$ cat config.mk
export PLATFORM = sky130hd
export DESIGN_NAME = if_stage
export DESIGN_NICKNAME = d
export VERILOG_FILES = /design/src/rtl/if_pkg.sv /design/src/rtl/pc_adder.sv /design/src/rtl/if_stage.sv
export SDC_FILE = /design/constraint.sdc
export NUM_CORES = 1
export LEC_CHECK = 0
export CORE_ASPECT_RATIO = 2
export CORE_MARGIN = 2
export CORE_UTILIZATION = 45
export DETAILED_ROUTE_END_ITERATION = 8
export PLACE_DENSITY = 0.85
export SYNTH_ARGS = -nofsm -noshare
export SYNTH_HDL_FRONTEND = slang
export SYNTH_HIERARCHICAL = 1
export SYNTH_SLANG_ARGS = --single-unit
$ cat constraint.sdc
create_clock -name clk -period 5.9 [get_ports clk]
set_input_delay 1.18 -clock clk [delete_from_list [all_inputs] [get_ports clk]]
set_output_delay 1.18 -clock clk [all_outputs]
set_load 0.03 [all_outputs]
$ cat src/rtl/if_pkg.sv
// Shared definitions for the instruction fetch stage: state encoding,
// instruction field widths and the canonical NOP word.
package if_pkg;

    localparam int INSTR_W  = 32;
    localparam int OPCODE_W = 7;

    localparam logic [INSTR_W-1:0] NOP = 32'h0000_0013;

    typedef enum logic [2:0] {
        IDLE  = 3'd0,
        FETCH = 3'd1,
        WAIT  = 3'd2,
        HOLD  = 3'd3,
        DRAIN = 3'd4
    } if_state_t;

endpackage

$ cat src/rtl/pc_adder.sv
// Next sequential PC: pc + 4, wrapping silently modulo 2^XLEN.
module pc_adder #(
    parameter int XLEN = 64
) (
    input  logic [XLEN-1:0] pc,
    output logic [XLEN-1:0] pc_plus4
);

    assign pc_plus4 = pc + XLEN'(4);

endmodule

$ cat src/rtl/if_stage.sv
// Instruction fetch stage: issues one request at a time to instruction
// memory, holds the returned word for decode, and handles redirects.
// A redirect that leaves a request in flight goes through DRAIN so the
// stale response is swallowed before the next fetch is issued.
module if_stage
    import if_pkg::*;
#(
    parameter int              XLEN     = 64,
    parameter logic [XLEN-1:0] RESET_PC = '0
) (
    input  logic                clk,
    input  logic                rst_n,
    output logic                imem_req_valid,
    input  logic                imem_req_ready,
    output logic [XLEN-1:0]     imem_req_addr,
    input  logic                imem_rsp_valid,
    input  logic [INSTR_W-1:0]  imem_rsp_data,
    input  logic                redirect_valid,
    input  logic [XLEN-1:0]     redirect_pc,
    output logic                if_valid,
    input  logic                if_ready,
    output logic [XLEN-1:0]     if_pc,
    output logic [INSTR_W-1:0]  if_instr,
    output logic [OPCODE_W-1:0] if_op_code,
    output logic                if_illegal
);

    if_state_t          state;
    if_state_t          state_next;
    logic [XLEN-1:0]    pc;
    logic [XLEN-1:0]    pc_next;
    logic [XLEN-1:0]    pc_plus4;
    logic [XLEN-1:0]    redirect_aligned;
    logic               capture;

    pc_adder #(.XLEN(XLEN)) u_pc_adder (
        .pc       (pc),
        .pc_plus4 (pc_plus4)
    );

    assign redirect_aligned = redirect_pc & ~XLEN'(3);

    assign imem_req_valid = (state == FETCH);
    assign imem_req_addr  = pc;
    assign if_valid       = (state == HOLD);
    assign if_op_code     = if_instr[OPCODE_W-1:0];
    assign if_illegal     = if_valid && (if_instr[1:0] != 2'b11);

    // Next-state, next-PC and capture decision; redirect outranks everything.
    always_comb begin
        state_next = state;
        pc_next    = pc;
        capture    = 1'b0;
        unique case (state)
            IDLE: begin
                state_next = FETCH;
                if (redirect_valid) pc_next = redirect_aligned;
            end
            FETCH: begin
                if (redirect_valid) begin
                    pc_next    = redirect_aligned;
                    state_next = imem_req_ready ? DRAIN : FETCH;
                end else if (imem_req_ready) begin
                    state_next = WAIT;
                end
            end
            WAIT: begin
                if (redirect_valid) begin
                    pc_next    = redirect_aligned;
                    state_next = imem_rsp_valid ? FETCH : DRAIN;
                end else if (imem_rsp_valid) begin
                    capture    = 1'b1;
                    pc_next    = pc_plus4;
                    state_next = HOLD;
                end
            end
            HOLD: begin
                if (redirect_valid) begin
                    pc_next    = redirect_aligned;
                    state_next = FETCH;
                end else if (if_ready) begin
                    state_next = FETCH;
                end
            end
            DRAIN: begin
                if (redirect_valid) pc_next = redirect_aligned;
                if (imem_rsp_valid) state_next = FETCH;
            end
            default: begin
                state_next = IDLE;
            end
        endcase
    end

    // State, PC and presented-instruction registers.
    always_ff @(posedge clk or negedge rst_n) begin
        if (!rst_n) begin
            state    <= IDLE;
            pc       <= RESET_PC;
            if_pc    <= RESET_PC;
            if_instr <= '0;
        end else begin
            state <= state_next;
            pc    <= pc_next;
            if (capture) begin
                if_instr <= imem_rsp_data;
                if_pc    <= pc;
            end
        end
    end

endmodule

==> Yosys cells after proc, flatten, opt, wreduce, memory -nomap -nowiden <==
Index checks and enable logic that the tools add are counted.
{ "word_totals": {"regBits": 163, "input_bits": 102, "out_inout_bits": 170, "word_cells": 38} }
{ "classes": {"n_addsub": 1, "eq_ne": 10, "n_mux": 17, "reduce_logical": 6} }
{ "ops": {"columns": ["op", "count"], "rows": [
  ["two-way mux 64 bit", 3],
  ["one-hot mux 64 bit (2 select lines)", 1],
  ["adder 64 x 3 -> 64 bit, second input constant", 1],
  ["two-way mux 3 bit", 9],
  ["one-hot mux 3 bit (5 select lines)", 1],
  ["equality test 3 x 2 -> 1 bit, second input constant", 2],
  ["inequality test 2 bit, second input constant", 2],
  ["AND reduction 4 bit", 1],
  ["OR reduction 4 bit", 1],
  ["equality test 3 x 1 -> 1 bit, second input constant", 1],
  ["equality test 3 bit, second input constant", 1],
  ["logical NOT 3 bit", 1],
  ["two-way mux 1 bit", 3],
  ["inequality test 3 x 1 -> 1 bit, second input constant", 1],
  ["inequality test 3 x 2 -> 1 bit, second input constant", 1],
  ["inequality test 3 bit, second input constant", 1],
  ["AND reduction 3 bit", 1],
  ["inequality test 2 x 1 -> 1 bit, second input constant", 1],
  ["nonzero test 2 bit", 1],
  ["logical AND 1 bit", 1]
]} }

==> Logic depth before layout (Yosys ltp) <==
Gate-level depths: netlist (run 1).
{ "logic_depth": {"ltp_word": 4, "ltp_mapped": 8, "depth_no_buf": 8} }

==> By module <==
Netlist (run 1), hierarchy kept.
{ "modules_own_cells": {"columns": ["mod", "n_inst", "cells_each", "area_per_inst_um2", "seq_area_each_um2"], "rows": [
  ["if_stage", 1, 452, 7065.5, 4078.9],
  ["pc_adder", 1, 205, 1365.1, 0.0]
]} }

==> Worst setup path after synthesis (run 1) <==
OpenSTA, ideal clock, no wires.
{ "synth_path": {"path_type": "register to output", "from": "reg state[1]", "to": "out if_illegal", "t_arrival_ns": 2.100, "required_time_ns": 4.720, "path_slack_ns": 2.620, "path_stages_with_launch": 5, "n_path_buf": 1, "cell_sequence": "dfrtp_1 > buf_2 > inv_2 > nor3_1 > a21boi_0"} }
{ "synth_via": {"elab_chain_len": 2} }
{ "synth_lines": {"columns": ["element", "line", "rtl"], "rows": [
  ["start: declaration", "if_stage.sv:28", "if_state_t state;"],
  ["start signal: assignment", "if_stage.sv:103", "state <= state_next;"],
  ["equality test 3 x 2 -> 1 bit", "if_stage.sv:45", "assign if_valid = (state == HOLD);"],
  ["named net if_valid", "if_stage.sv:20", "output logic if_valid,"],
  ["logical AND 1 bit", "if_stage.sv:47", "assign if_illegal = if_valid && (if_instr[1:0] != 2'b11);"],
  ["end: declaration", "if_stage.sv:25", "output logic if_illegal"]
]} }
The timed path passes the listed nets, and every way through them passes these cells.

==> Worst setup path in the final report (run 1) <==
{ "layout_path": {"from": "reg state[1]", "to": "out if_illegal"} }
{ "layout_via": {"elab_chain_len": 2} }
{ "layout_lines": {"columns": ["element", "line"], "rows": [
  ["equality test 3 x 2 -> 1 bit", "if_stage.sv:45"],
  ["logical AND 1 bit", "if_stage.sv:47"]
]} }
No other way between the ends.

==> reports/metrics.cfg, run 1 <==
[outcome]
run_status=completed

[floorplanning]
rows=70
die_h_um=198
io_pins=272
initial_core_util_pct=46.1
chipWidth_um=101
fp.coreArea_mm2=0.0183
die_area_mm2=0.0199

[sta]
setup_tns_ps=0
post-route-min-period_ps=3490
layout_setup_ws_ps=2410
final-max-slew-violation-count=0
setup_viol=0
tightestPinTransition_ps=949
fin_crit_sh_pct=59.1
fin_worst_hold_slack_ps=486
max_clock_freq_ghz=0.287
hold_violations=0
rsz0062_at_grt=no
finClkSkew_ps=15.2
slew_headroom_pct=36.8

[route]
route.detailed.wl_per_inst_um=19.6
drt-pass1-iter-count=4
drtIter0Drc=172
drc_errors=0
vias=6216
viasPerCell=5.43
wl_mm=22.4
ant_nets=0

[critical_path]
critical_path_class=reg2out
rr_worst_depth=8
path_max_fanout=9
cp-endpoint=if_illegal
cp_top_family=buffers and inverters
worstReg2RegStart=imem_req_addr[2]
worstPathRequired_ps=4720
worstSetupPathDepth=4
max_stage_delay_ps=690
crit_buf_inv=2
crit_path_start_kind=register
cp-end-kind=primary output
path_cells=inv_2 > nor3_1 > a21boi_0 > clkdlybuf4s50_1
crit_arrival_ps=2310
startpoint=state[1]
regToRegSetupSlack_ps=2860
crit-reg2reg-capture=imem_req_addr[56]
critPathSlowestCell=clkdlybuf4s50_1

[global_routing]
gr-usage-all-layers_pct=22.7
grt_pass1_vias=6615
antenna_found_initial=2
overflow=0
grt_max_degree=80
grt_first_pass_wirelength_mm=34.8

[placement]
post-place-ws_ps=2080
dpl.hpwl_mm=16.2
place.gp.congestion=0.779
io_buffers=269

[yosys]
synth_compound_area_share_pct=0.980
async_flop_share_pct=100
synth-simple-area-share_pct=10.3
ys_types=42
yosysWarnings=6
yosysSeqAreaShare_pct=48.4
dominantRegCellSynth=dfrtp_1
syn-cell-area_mm2=0.00843
avgSynthCellArea_um2=12.8
synthXorXnorAreaFrac_pct=6.23
synthMuxAreaShare_pct=29.8
synth_cells=657
synth_fa_ha_area_share_pct=0.148
synth_top_family_by_area=multiplexers
ys_ff_latch=163
syn_nets=760
synth-edff-count=0

[final_layout]
final_util_pct=64.1
multi_input_area_mm2=0.00401
layout.nets=1017
syn_to_final_growth_pct=39.3
final_common_cell=clkdlybuf4s50_1
seq_area_mm2=0.00408
drive_gt1_share_pct=24.1
fill_cells=1419
layout_common_cells=clkdlybuf4s50_1 (268), mux2_2 (169), dfrtp_1 (163), mux2_1 (50)

[clock_tree]
clk_pin_slew_ps=70
cts.sinks=163
cts_tree=built
ctsResizeCount=0
htree_levels=4
cts_hold_buffers=0
cts_buffers=17
clk-insertion-delay-late_ps=430
cts.path.max_buffers=2
post_cts_buffers=0
cts_root_buf=clkbuf_16

[power]
switching_power_w=0.00299
internal-power_w=0.00389
p_per_area_mw_per_mm2=586
pwr-share-comb_pct=51.2
p_clk_share_pct=15.8
seqPwrFrac_pct=33.0
switching_share_pct=43.5
power.leakage_nw=4.84
ir_worst_vdd_mv=0.351

[min_path]
hp-class=reg2reg

[run]
cap_viol_max_count=0

## power by group through the flow
| stage | sequential [W] | combinational, W | clock [W] |
|---|---|---|---|
| 6_report | 0.00227 | 0.00352 | 0.00109 |
| 5_1_grt | 0.00237 | 0.00369 | 0.00115 |
| 4_1_cts | 0.00227 | 0.00355 | 0.00111 |
| 3_5_place_dp | 0.00229 | 0.00354 | 0 |
| 3_3_place_gp | 0.00225 | 0.00348 | 0 |
| 2_1_floorplan | 0.00317 | 0.00115 | 0 |
## worst min path at each step
stage,startpoint,slack [ps],endpoint,cells after the start
after global routing,if_pc[12],500,if_pc[12],1
after floorplan,state[1],590,state[1],2
after detailed placement,if_pc[15],470,if_pc[15],1
final,if_instr[20],490,if_instr[20],1
after CTS,if_pc[15],490,if_pc[15],1
after global placement,if_instr[16],470,if_instr[16],1
## cell usage after synthesis, types with 2 or more instances
library cell | number | area [um^2]
inv_2 | 2 | 7.51
and3_1 | 5 | 31.3
mux2i_1 | 3 | 30.0
and4_1 | 5 | 43.8
nor4_1 | 5 | 31.3
buf_4 | 17 | 128
xnor2_1 | 32 | 280
dfrtp_1 | 163 | 4080
nand2b_1 | 2 | 12.5
nor2_1 | 32 | 120
nor4_4 | 4 | 85.1
clkbuf_8 | 2 | 27.5
nor3_1 | 12 | 60.1
buf_6 | 10 | 113
nand3_1 | 29 | 145
inv_1 | 11 | 41.3
o21ai_0 | 2 | 10.0
nand2_1 | 28 | 105
mux2_1 | 50 | 563
xor2_1 | 28 | 245
buf_2 | 7 | 35.0
nand4_1 | 20 | 125
mux2_2 | 169 | 1900
## per-stage QoR
| stage | power, W | std cells | area [um^2] |
|---|---|---|---|
| after floorplan | 0.00432 | 657 | 8430 |
| after global placement | 0.00573 | 1111 | 11200 |
| after detailed placement | 0.00583 | 1111 | 11200 |
| after CTS | 0.00694 | 1143 | 11700 |
| after global routing | 0.00721 | 1145 | 11700 |
| final | 0.00688 | 1145 | 11700 |
## layer usage
layer  share of wire, %  wire (um)  global-route usage (%)
met1                 36       8070                    24.2
met4                4.3        966                    12.1
met3                4.7       1050                    4.71
met5                  0          0                       0
met2                 55      12300                    41.0
## kinds of logic (layout without fill, tap and decap cells)
logic type	Yosys count	in the layout
AND/OR/NAND/NOR	150	150
multiplexers	223	223
XOR/XNOR	60	60
flip-flops	163	163
buffers and inverters	50	320
adder cells (fa/ha/maj)	1	1
other	0	2
AO/OA/AOI/OAI	10	10
## cell type report
type / instances / area share (%)
diodes: 2 / 0.0426
clock buffers: 18 / 3.74
clock inverters: 14 / 1.09
inverters: 13 / 0.416
multi-input cells: 444 / 34.1
flip-flops and latches: 163 / 34.7
well taps: 216 / 2.30
repair buffers: 275 / 23.5
## state kept, by name, summed over array words and instances (netlist names)
name	cells
state	3
if_pc	64
if_instr	32
imem_req_addr	64
No activity file was read; power rests on OpenSTA's default activity.
==> run 2, diff against run 1 <==
- CORE_UTILIZATION: 45 -> 42
- PLACE_DENSITY: 0.85 -> 0.84
- clock period: 5.9 -> 2.8 ns (I/O delays scaled with it)
==> run 2 against run 1 <==
Net effect: routed wire length is 4.8% higher; worst setup slack worse by 2300 ps; critical path depth decreased by 1; clock power grew 120%; register-to-register slack lost 2700 ps; hold slack lost 400 ps; first-iteration DRC count increased by 15%; non-clock buffer count rose by 43; clock skew down 8.1 ps; total power rose by 120%; cell count up 7.7%; largest cell class unchanged.
==> reports/metrics.cfg, run 2 (same netlist as run 1, synthesis figures left out) <==
[outcome]
run_status=completed

[final_layout]
layout.nets=1060  ; +4.2%
finalInstanceArea_mm2=0.0122  ; +4.2%
fill_cells=1608  ; +13%
layoutNonFillerInstCount=1233  ; +7.7%
syn_to_final_growth_pct=45.2
drive_gt1_share_pct=27.3  ; +3.3 points
multi_input_area_mm2=0.00401  ; about the same
seq_area_mm2=0.00408  ; unchanged
layout_common_cells=clkdlybuf4s50_1 (267), mux2_2 (169), dfrtp_1 (163), mux2_1 (50), buf_4 (40)
final_common_cell=clkdlybuf4s50_1

[critical_path]
path_max_fanout=9  ; unchanged
crit_arrival_ps=2100  ; -210 ps
critical_path_class=reg2out
crit_buf_inv=2  ; unchanged
max_stage_delay_ps=740  ; +50 ps
cp-end-kind=primary output
cp_top_family=buffers and inverters
crit_path_start_kind=register
critPathSlowestCell=clkdlybuf4s50_1
worstPathRequired_ps=2240  ; -2480 ps
path_cells=inv_2 > nor3_1 > clkdlybuf4s50_1

[sta]
rsz0062_at_grt=no
tightestPinTransition_ps=577  ; -371 ps
slew_headroom_pct=61.1  ; +24 points
final-max-slew-violation-count=0  ; unchanged
setup_tns_ps=0  ; unchanged
max_clock_freq_ghz=0.376
hold_violations=0  ; unchanged
post-route-min-period_ps=2660
setup_viol=0  ; unchanged
fin_crit_sh_pct=94.9
finClkSkew_ps=7.14  ; -8.05 ps

[power]
ir_worst_vdd_mv=0.862  ; +150%
power_w=0.0150  ; +120%
p_per_area_mw_per_mm2=1220  ; +110%
power.leakage_nw=5.09  ; +5.2%

[placement]
placed_area_mm2=0.0116  ; +4.2%
io_buffers=269  ; unchanged
dpl.hpwl_mm=17.7  ; +9.1%
dp.cells=1200  ; +8.0%
place.gp.congestion=0.793  ; +1.8%

[clock_tree]
cts.sinks=163  ; unchanged
clk_pin_slew_ps=70  ; about the same
post_cts_buffers=0  ; unchanged
cts_tree=built
clk-insertion-delay-late_ps=430  ; about the same
cts_root_buf=clkbuf_16
htree_levels=4  ; unchanged
cts_buffers=17  ; unchanged
cts_hold_buffers=0  ; unchanged
cts.path.max_buffers=2  ; unchanged

[route]
drc_errors=0  ; unchanged
drtIter0Drc=197  ; +15%
ant_nets=0  ; unchanged
viasPerCell=5.16  ; -5.0%
vias=6362  ; +2.3%
route.detailed.wl_per_inst_um=19.0  ; -2.7%
dr_wl_met2_mm=13.3  ; +8.0%
wl_mm=23.5  ; +4.8%
wl_met3_mm=1.03  ; -1.9%
wl_met1_mm=8.24  ; +2.1%
drt-pass1-iter-count=4  ; unchanged
maxUsedRoutingLayer=met4

[floorplanning]
chipWidth_um=104  ; +3.4%
die_area_mm2=0.0213  ; +6.9%
io_pins=272  ; unchanged
rows=73  ; +4.3%
die_h_um=204  ; +3.4%
initial_core_util_pct=42.5  ; -3.5 points
fp.coreArea_mm2=0.0198  ; +8.3%

[global_routing]
grt_max_degree=65  ; -19%
gr-usage-all-layers_pct=22.2  ; -0.46 points
overflow=0  ; unchanged
grt_pass1_vias=6716  ; +1.5%
antenna_found_initial=2  ; unchanged
grt_first_pass_wirelength_mm=36.5  ; +4.8%

[min_path]
hp-class=in2async

[run]
cap_viol_max_count=0  ; unchanged

## run 2: where the power goes
part	switching, W	total, W	leakage (nW)	internal, W
Sequential	0.00104	0.00451	2.03	0.00346
Clock	0.000977	0.00236	0.282	0.00139
Combinational	0.00434	0.00810	2.78	0.00377
Total	0.00635	0.0150	5.09	0.00862
## run 2: final timing paths
kind	from	endpoint	slack (ps)	depth (start not counted)
min in group clk	if_instr[27]	if_instr[27]	480	1
worst max-delay path	state[1]	if_valid	140	3
worst min-delay path	rst_n	if_pc[17]	90	1
max in group asynchronous	rst_n	if_instr[29]	1940	2
worst max register to register	imem_req_addr[42]	imem_req_addr[63]	190	9
worst min register to register	if_instr[27]	if_instr[27]	480	1
## run 2: metrics by stage
stage | utilization [%] | hold WS [ps] | worst slack, ps
floorplan | - | 264 | 140
global placement | 58.7 | 466 | 201
detailed placement | 58.7 | 475 | 177
CTS | 61.7 | 84.0 | 140
global route | 61.8 | 108 | 20.1
finish | 61.8 | 89.3 | 141
## run 2: routing by layer
layer,up-vias,GRT usage [%]
met1,3174,22.2
met5,-,0
met2,206,42.4
met3,53,5.07
met4,0,11.3
li1,2929,-
## run 2: cell type report
cell class / instances / share of cell area, %
Sequential cell: 163 / 33.3
Timing Repair Buffer: 318 / 25.9
Clock inverter: 10 / 1.03
Multi-Input combinational cell: 444 / 32.8
Inverter: 13 / 0.399
Clock buffer: 21 / 3.84
Tap cell: 262 / 2.68
Antenna cell: 2 / 0.0409
## run 2: timing repair
action                     4_1_cts  5_1_grt
gates cloned                     0        0
setup endpoints to repair        1        1
gates resized for setup          1        1
==> run 3, diff against run 2 <==
- CORE_UTILIZATION: 42 -> 44
- CTS_BUF_LIST: not set -> sky130_fd_sc_hd__clkbuf_4
- GPL_ROUTABILITY_DRIVEN: not set -> 1
- PLACE_DENSITY: 0.84 -> 0.87
- SLEW_MARGIN: not set -> 20
==> run 3 against run 2 <==
Net effect: hold slack better by 410 ps; sequential power about the same; cell area down 3.0%; sequential share of layout area up 1.0 points; worst setup slack better by 23 ps; global-route usage down 0.41 points; clock skew up 26 ps; largest cell class unchanged; critical path depth up 5; flip-flop and latch count unchanged.
==> reports/metrics.cfg, run 3 (same netlist as run 1, synthesis figures left out) <==
[outcome]
run_status=completed

[floorplanning]
die_h_um=200  ; -2.3%
io_pins=272  ; unchanged
die_area_mm2=0.0204  ; -4.4%
rows=71  ; -2.7%
fp.coreArea_mm2=0.0188  ; -5.0%
initial_core_util_pct=44.8  ; +2.2 points
chipWidth_um=102  ; -2.2%

[critical_path]
worstReg2RegStart=imem_req_addr[3]
crit-reg2reg-capture=imem_req_addr[62]
path_max_fanout=5  ; -4
rr_worst_depth=8  ; -1
startpoint=imem_req_addr[3]
critical_path_class=reg2reg
regToRegSetupSlack_ps=160  ; -30 ps
crit_arrival_ps=3140  ; +1040 ps
cp-end-kind=register
worstPathRequired_ps=3310  ; +1070 ps
crit_path_start_kind=register

[sta]
hold_violations=0  ; unchanged
post-route-min-period_ps=2640  ; -23.0 ps
slew_headroom_pct=63.1  ; +1.9 points
setup_tns_ps=0  ; unchanged
final-max-slew-violation-count=0  ; unchanged
tightestPinTransition_ps=550  ; -27.8 ps
layout_setup_ws_ps=164  ; +23.0 ps
setup_viol=0  ; unchanged
fin_crit_sh_pct=94.1  ; -0.82 points
finClkSkew_ps=33.2  ; +26.0 ps
fin_worst_hold_slack_ps=497  ; +408 ps
max_clock_freq_ghz=0.379  ; +0.87%
rsz0062_at_grt=no

[clock_tree]
post_cts_buffers=0  ; unchanged
cts_tree=built
cts_buffers=17  ; unchanged
htree_levels=4  ; unchanged
cts.path.max_buffers=2  ; unchanged
cts.sinks=163  ; unchanged
cts_root_buf=clkbuf_4
clk-insertion-delay-late_ps=620  ; +190 ps
clk_pin_slew_ps=160  ; +90 ps

[global_routing]
grt_pass1_vias=6632  ; -1.3%
overflow=0  ; unchanged
antenna_found_initial=3  ; +1
gr-usage-all-layers_pct=21.8  ; -0.41 points
grt_first_pass_wirelength_mm=34.0  ; -6.8%
grt_max_degree=90  ; +38%

[power]
internal-power_w=0.00774  ; -10%
seqPwrFrac_pct=32.1  ; +2.0 points
p_per_area_mw_per_mm2=1180  ; -3.8%
ir_worst_vdd_mv=0.758  ; -12%
p_clk_share_pct=10.6  ; -5.2 points
switching_power_w=0.00624  ; -1.7%
pwr-share-comb_pct=57.2  ; +3.1 points
switching_share_pct=44.7  ; +2.2 points
power.leakage_nw=4.93  ; -3.2%

[route]
dr_wl_met2_mm=12.2  ; -8.4%
maxUsedRoutingLayer=met4
drc_errors=0  ; unchanged
drtIter0Drc=177  ; -10%
viasPerCell=5.21  ; +1.0%
wl_mm=22.0  ; -6.2%
wl_met1_mm=7.77  ; -5.7%
route.detailed.wl_per_inst_um=18.0  ; -5.4%
vias=6374  ; +0.19%
wl_met3_mm=1.14  ; +11%
drt-pass1-iter-count=4  ; unchanged
ant_nets=0  ; unchanged

[final_layout]
final_common_cell=clkdlybuf4s50_1
multi_input_area_mm2=0.00401  ; about the same
drive_gt1_share_pct=27.1  ; -0.27 points
layout.nets=1054  ; -0.57%
syn_to_final_growth_pct=40.8
fill_cells=1506  ; -6.3%
layout_common_cells=clkdlybuf4s50_1 (265), mux2_2 (169), dfrtp_1 (162), mux2_1 (50), buf_4 (35)
seq_area_mm2=0.00408  ; about the same

[placement]
post-place-ws_ps=169  ; -8.39 ps
io_buffers=269  ; unchanged
dpl.hpwl_mm=16.4  ; -7.1%
place.gp.congestion=0.827  ; +4.3%

[min_path]
hp-class=in2async

[run]
cap_viol_max_count=0  ; unchanged

[run 3: layout make-up]
class	instances	area share (%)
multi-input cells	444	33.8
flip-flops and latches	163	34.4
well taps	255	2.69
clock inverters	15	1.43
repair buffers	312	26.2
diodes	4	0.0843
inverters	13	0.411
clock buffers	17	1.07
[run 3: timing repair]
item,in CTS,in global routing
endpoints found under the hold margin,163,0
resized for setup,7,2
setup endpoints to repair,3,2
hold buffers,1,0
[run 3: worst max-delay path by stage]
stage	slack, ps	cells after the start	to
2_1_floorplan	140	4	if_illegal
3_5_place_dp	170	9	imem_req_addr[56]
6_report	160	8	imem_req_addr[62]
5_1_grt	30	8	imem_req_addr[62]
3_3_place_gp	200	8	imem_req_addr[62]
4_1_cts	2	4	if_illegal
[run 3: worst max-delay path: stages (launching register included)]
cell,delay [ps]
dfrtp_1,430
ha_1,200
nand3_1,290
nor4_4,300
and4_1,400
nand4_1,180
xnor2_1,170
mux2_1,290
mux2_2,260
[run 3: metrics by stage]
step	std cells	cell area (um^2)	util (%)	power, W
6_report	1223	11900	63.0	0.0140
5_1_grt	1222	11900	63.0	0.0147
4_1_cts	1219	11900	63.0	0.0141
3_5_place_dp	1186	11600	61.3	0.0126
3_3_place_gp	1186	11600	61.3	0.0124
2_1_floorplan	657	8430	-	0.00910
[run 3: metal layers]
metal  vias to the layer above  track usage [%]
li1                       2936                -
met1                      3167             22.1
met2                       213             40.2
met3                        58             4.91
met4                         0             12.2
met5                         -                0
[run 3: power by group through the flow]
stage | combinational (W) | sequential [W] | clock [W]
finish | 0.00800 | 0.00449 | 0.00149
global route | 0.00842 | 0.00467 | 0.00162
CTS | 0.00806 | 0.00450 | 0.00155
detailed placement | 0.00804 | 0.00455 | 0
global placement | 0.00790 | 0.00447 | 0
floorplan | 0.00241 | 0.00669 | 0
==> RTL change 1 (flow settings as in run 3) <==
The 5 states of `if_state_t` get a one-hot encoding in 5 bits.
--- a/src/rtl/if_pkg.sv
+++ b/src/rtl/if_pkg.sv
@@ -7,12 +7,12 @@
 
     localparam logic [INSTR_W-1:0] NOP = 32'h0000_0013;
 
-    typedef enum logic [2:0] {
-        IDLE  = 3'd0,
-        FETCH = 3'd1,
-        WAIT  = 3'd2,
-        HOLD  = 3'd3,
-        DRAIN = 3'd4
+    typedef enum logic [4:0] {
+        IDLE  = 5'b00001,
+        FETCH = 5'b00010,
+        WAIT  = 5'b00100,
+        HOLD  = 5'b01000,
+        DRAIN = 5'b10000
     } if_state_t;
 
 endpackage
Formal check against the unedited RTL: no difference found for any inputs over 4 cycles, from zero or initial values and one cycle with rst_n low; so few cycles prove little.
==> RTL change 1 against run 3 <==
Sequential cell count is 2 higher. Sequential power is 5.6% lower. First-iteration DRC count increased to 2.8 times the old value. Synthesized cell count is 14% higher. Setup slack worse by 0.033 ns. Synthesized area up 4.7%. Core utilization decreased by 1.2 points. Critical path type is now reg2out. Total power decreased by 3.9%. Routed wire length increased by 24%. Cell area increased by 3.3%.
==> RTL change 1: results (changes against run 3) <==
| Metric | Value |
|---|---|
| Worst hold path class | in2reg |
| Largest cells by area after synthesis | dfrtp_1 (46%), mux2_2 (12%), o221a_1 (7.5%), a211o_1 (6.2%), and3_1 (4.7%) |
| Slew of the pin with the lowest slew margin | 0.820 ns (+0.270 ns) |
| Seq/Total Area, Yosys | 46.8% (-1.6 points) |
| GR Layer Usage met2 | 47.7% (+7.5 points) |
| GRT Resource Usage Total | 25.5% (+3.7 points) |
| Wl on met1 | 10,100 um (+30%) |
| Placed insts | 1,271 (+7.2%) |
| Post-CTS resize count | 13 (+6) |
| Routed vias/inst | 5.79 (+11%) |
| Reg2Reg Capture Point | imem_req_addr[46] |
| Post-Syn Instances | 752 (+14%) |
| Nets@finish | 1,133 (+7.5%) |
| FF-to-FF Start | imem_req_addr[2] |
| Worst Path Max Fanout | 8 (+3) |
| Fmax | 0.375 GHz (-1.2%) |
| Worst hold slack | 0.235 ns (-0.262 ns) |
| Met2 Routed Length | 15,100 um (+23%) |
| Synth Net Count | 855 (+13%) |
| Status | finished, final reports clean |
| Synth unique cells | 50 (+19%) |
| Post-synth top cells | dfrtp_1 (164), mux2_2 (96), and3_1 (67) |
| CP Capture Point | imem_req_valid |
| Register-to-Register Path Depth | 10 (+2) |
| Worst path max stage delay | 0.48 ns (+0.05 ns) |
| Clock transition at path regs | 0.14 ns (-0.02 ns) |
| Met3 Track Usage GR | 4.97% (+0.065 points) |
| Crit path from | state[3] |
| Largest net degree at the start of global routing | 97 (+7.8%) |
| Wire length per cell | 21.0 um (+16%) |
| Worst Skew | 0.0223 ns (-0.0108 ns) |
| Arrival time at the worst endpoint | 2.11 ns (-1.03 ns) |
| Global-route wire length before repair | 42,500 um (+25%) |
| Leak Pwr | 5.51 nW (+12%) |
| Post-Route WL | 27,400 um (+24%) |
| Final HPWL DP | 18,800 um (+15%) |
| Fraction of layout cells with a size suffix above 1 | 20.6% (-6.5 points) |
| Drt initial violations | 503 (+180%) |
-- RTL change 1: cell types whose count changed after synthesis, moves of 5 or more --
cell	before	now
and3_1	5	67
mux2_1	50	0
a211o_1	0	62
nor2_1	32	27
nand2_1	28	23
mux2_2	169	96
o221a_1	0	59
clkbuf_1	1	32
-- RTL change 1: cell type report --
class	count	area, um^2
clock inverters	9	155
flip-flops and latches	165	4130
diodes	3	7.51
fillers	1627	7560
repair buffers	323	3130
well taps	262	328
inverters	11	41.3
multi-input cells	512	4320
clock buffers	21	158
-- RTL change 1: cell families after synthesis --
family	count (synthesis)	synth area share, %
muxes	98	12.5
and+or+nand+nor	215	14.6
buffers and inverters	75	4.58
adders and majority gates	1	0.142
xor gates and xnor gates	62	6.15
AOI/OAI and AO/OA	136	15.2
DFF	165	46.8
-- RTL change 1: power breakdown --
group,internal (mW),switching [mW],total [mW]
combinational,3.44,4.18,7.62
sequential,3.29,0.953,4.24
clock,0.736,0.839,1.57
total,7.46,5.97,13.4
==> RTL change 2 (flow settings as in run 3) <==
Made on the original files. `XLEN` is set to 64 in 2 places; all go to 128.
--- a/src/rtl/pc_adder.sv
+++ b/src/rtl/pc_adder.sv
@@ -1,6 +1,6 @@
 // Next sequential PC: pc + 4, wrapping silently modulo 2^XLEN.
 module pc_adder #(
-    parameter int XLEN = 64
+    parameter int XLEN = 128
 ) (
     input  logic [XLEN-1:0] pc,
     output logic [XLEN-1:0] pc_plus4
--- a/src/rtl/if_stage.sv
+++ b/src/rtl/if_stage.sv
@@ -5,7 +5,7 @@
 module if_stage
     import if_pkg::*;
 #(
-    parameter int              XLEN     = 64,
+    parameter int              XLEN     = 128,
     parameter logic [XLEN-1:0] RESET_PC = '0
 ) (
     input  logic                clk,
Interface: changed (resized if_pc, imem_req_addr and redirect_pc); port bits go from 272 to 464. No check against the original RTL was run, so the function may have changed too.
==> RTL change 2 against run 3 <==
Total power is 100% higher. Via count up 130%. Sequential cell count rose by 128. Cell area rose by 100%. First-iteration DRC count grew to 5.1 times the old value. Final cell count rose by 110%. Synthesized area up 92%. Synthesized cell count up 110%. Sequential power grew 77%. Setup slack got worse by 0.15 ns. Routed wire length grew to 2.7 times the old value. Largest power group unchanged.
==> RTL change 2: results (changes against run 3) <==
| Metric | Value |
|---|---|
| Placed cell area | 23,100 um^2 (+100%) |
| Post-synth top cells | mux2_2 (312), dfrtp_1 (291), mux2_1 (100) |
| #MultiIn Comb | 967 (+120%) |
| Met1 usage | 33.0% (+11 points) |
| Met3 WL | 3070 um (+170%) |
| Clock transition at path regs | 0.09 ns (-0.07 ns) |
| Diode count | 11 (+7) |
| Final HPWL DP | 47,300 um (+190%) |
| GR Layer Usage met2 | 55.8% (+16 points) |
| Crit path from | imem_req_addr[68] |
| Arrival time at the worst endpoint | 3.39 ns (+0.25 ns) |
| Status | finished, final reports clean |
| Synth-to-Final Area Change | 49.5% |
| Sequential cells | 291 (+79%) |
| Synth Net Count | 1,528 (+100%) |
| Slew of the pin with the lowest slew margin | 0.668 ns (+0.118 ns) |
| Fraction of layout cells with a size suffix above 1 | 34.9% (+7.8 points) |
| Wire length per cell | 23.3 um (+29%) |
| Number of I/O port buffers | 461 (+71%) |
| Fraction of area in registers | 30.2% (-4.2 points) |
| Clock tree buffer depth | 3 (+1) |
| Largest net degree at the start of global routing | 71 (-21%) |
| Seq/Total Area, Yosys | 45.1% (-3.3 points) |
| Layout clock buffers | 93 (+76) |
| Fill count | 2,673 (+77%) |
| Flop+latch power | 7.94 mW (+77%) |
| CTS H-tree depth | 3 (-1) |
| DRT Pass-1 Iters | 5 (+1) |
| Compound-Gate Fraction of Synth Area | 0.472% (-0.51 points) |
| Met2 Routed Length | 31,900 um (+160%) |
| Leak Pwr | 10.2 nW (+110%) |
| Vias in the first global route | 15,600 (+140%) |
| Mux share of post-synthesis cell area | 28.9% (-0.88 points) |
| Nets@finish | 2,247 (+110%) |
| Largest cells by area after synthesis | dfrtp_1 (45%), mux2_2 (22%), mux2_1 (7.0%), xor2_1 (4.7%), nand4_1 (2.6%) |
| Initial antenna violation count | 10 (+7) |
| Placed insts | 2,458 (+110%) |
| CTS Buf Count | 71 (+54) |
| Synth unique cells | 48 (+14%) |
| Non-clk invs | 35 (+22) |
| Wl on met1 | 21,600 um (+180%) |
| Global placement routability congestion | 0.957 (+16%) |
| Met3 Track Usage GR | 5.48% (+0.57 points) |
| Worst Path Max Fanout | 7 (+2) |
| Final Instance Count excl. Fillers | 2,587 (+110%) |
| Power, Total | 28.5 mW (+100%) |
| Buffers, non-clock | 714 (+130%) |
| Sw frac | 45.4% (+0.71 points) |
| GRT Resource Usage Total | 30.7% (+8.9 points) |
| Synth Area in Adders | 0.0775% (-0.071 points) |
| Post-Syn Instances | 1,361 (+110%) |
| Clock-cell share of area | 3.41% (+0.91 points) |
| XOR/XNOR Fraction of Synth Area | 6.77% (+0.54 points) |
| Worst Skew | 0.0488 ns (+0.0156 ns) |
| Clock Latency Late Sink | 0.73 ns (+0.11 ns) |
-- RTL change 2: stage by stage --
step                      setup slack [ns]  hold slack, ns
final                               0.0131           0.440
after global routing               -0.0640           0.393
after CTS                          0.00166           0.341
after detailed placement            -0.151           0.474
after global placement              -0.109           0.467
after floorplan                     0.0503           0.264
-- RTL change 2: repair_timing --
action	CTS	global route
gates resized for setup	16	24
buffers inserted	0	2
endpoints found under the hold margin	60	0
endpoints found under the setup margin	17	30
pin swaps	0	4
hold buffers	1	0
-- RTL change 2: final timing paths --
kind / end / slack [ns] / cells after the start
max in group asynchronous: if_pc[83] / 1.63 / 3
min in group clk: if_instr[21] / 0.44 / 2
hold / removal: imem_req_addr[74] / 0.44 / 2
setup reg to reg: imem_req_addr[107] / 0.01 / 8
hold reg to reg: if_pc[49] / 0.49 / 1
setup / recovery: imem_req_addr[107] / 0.01 / 8
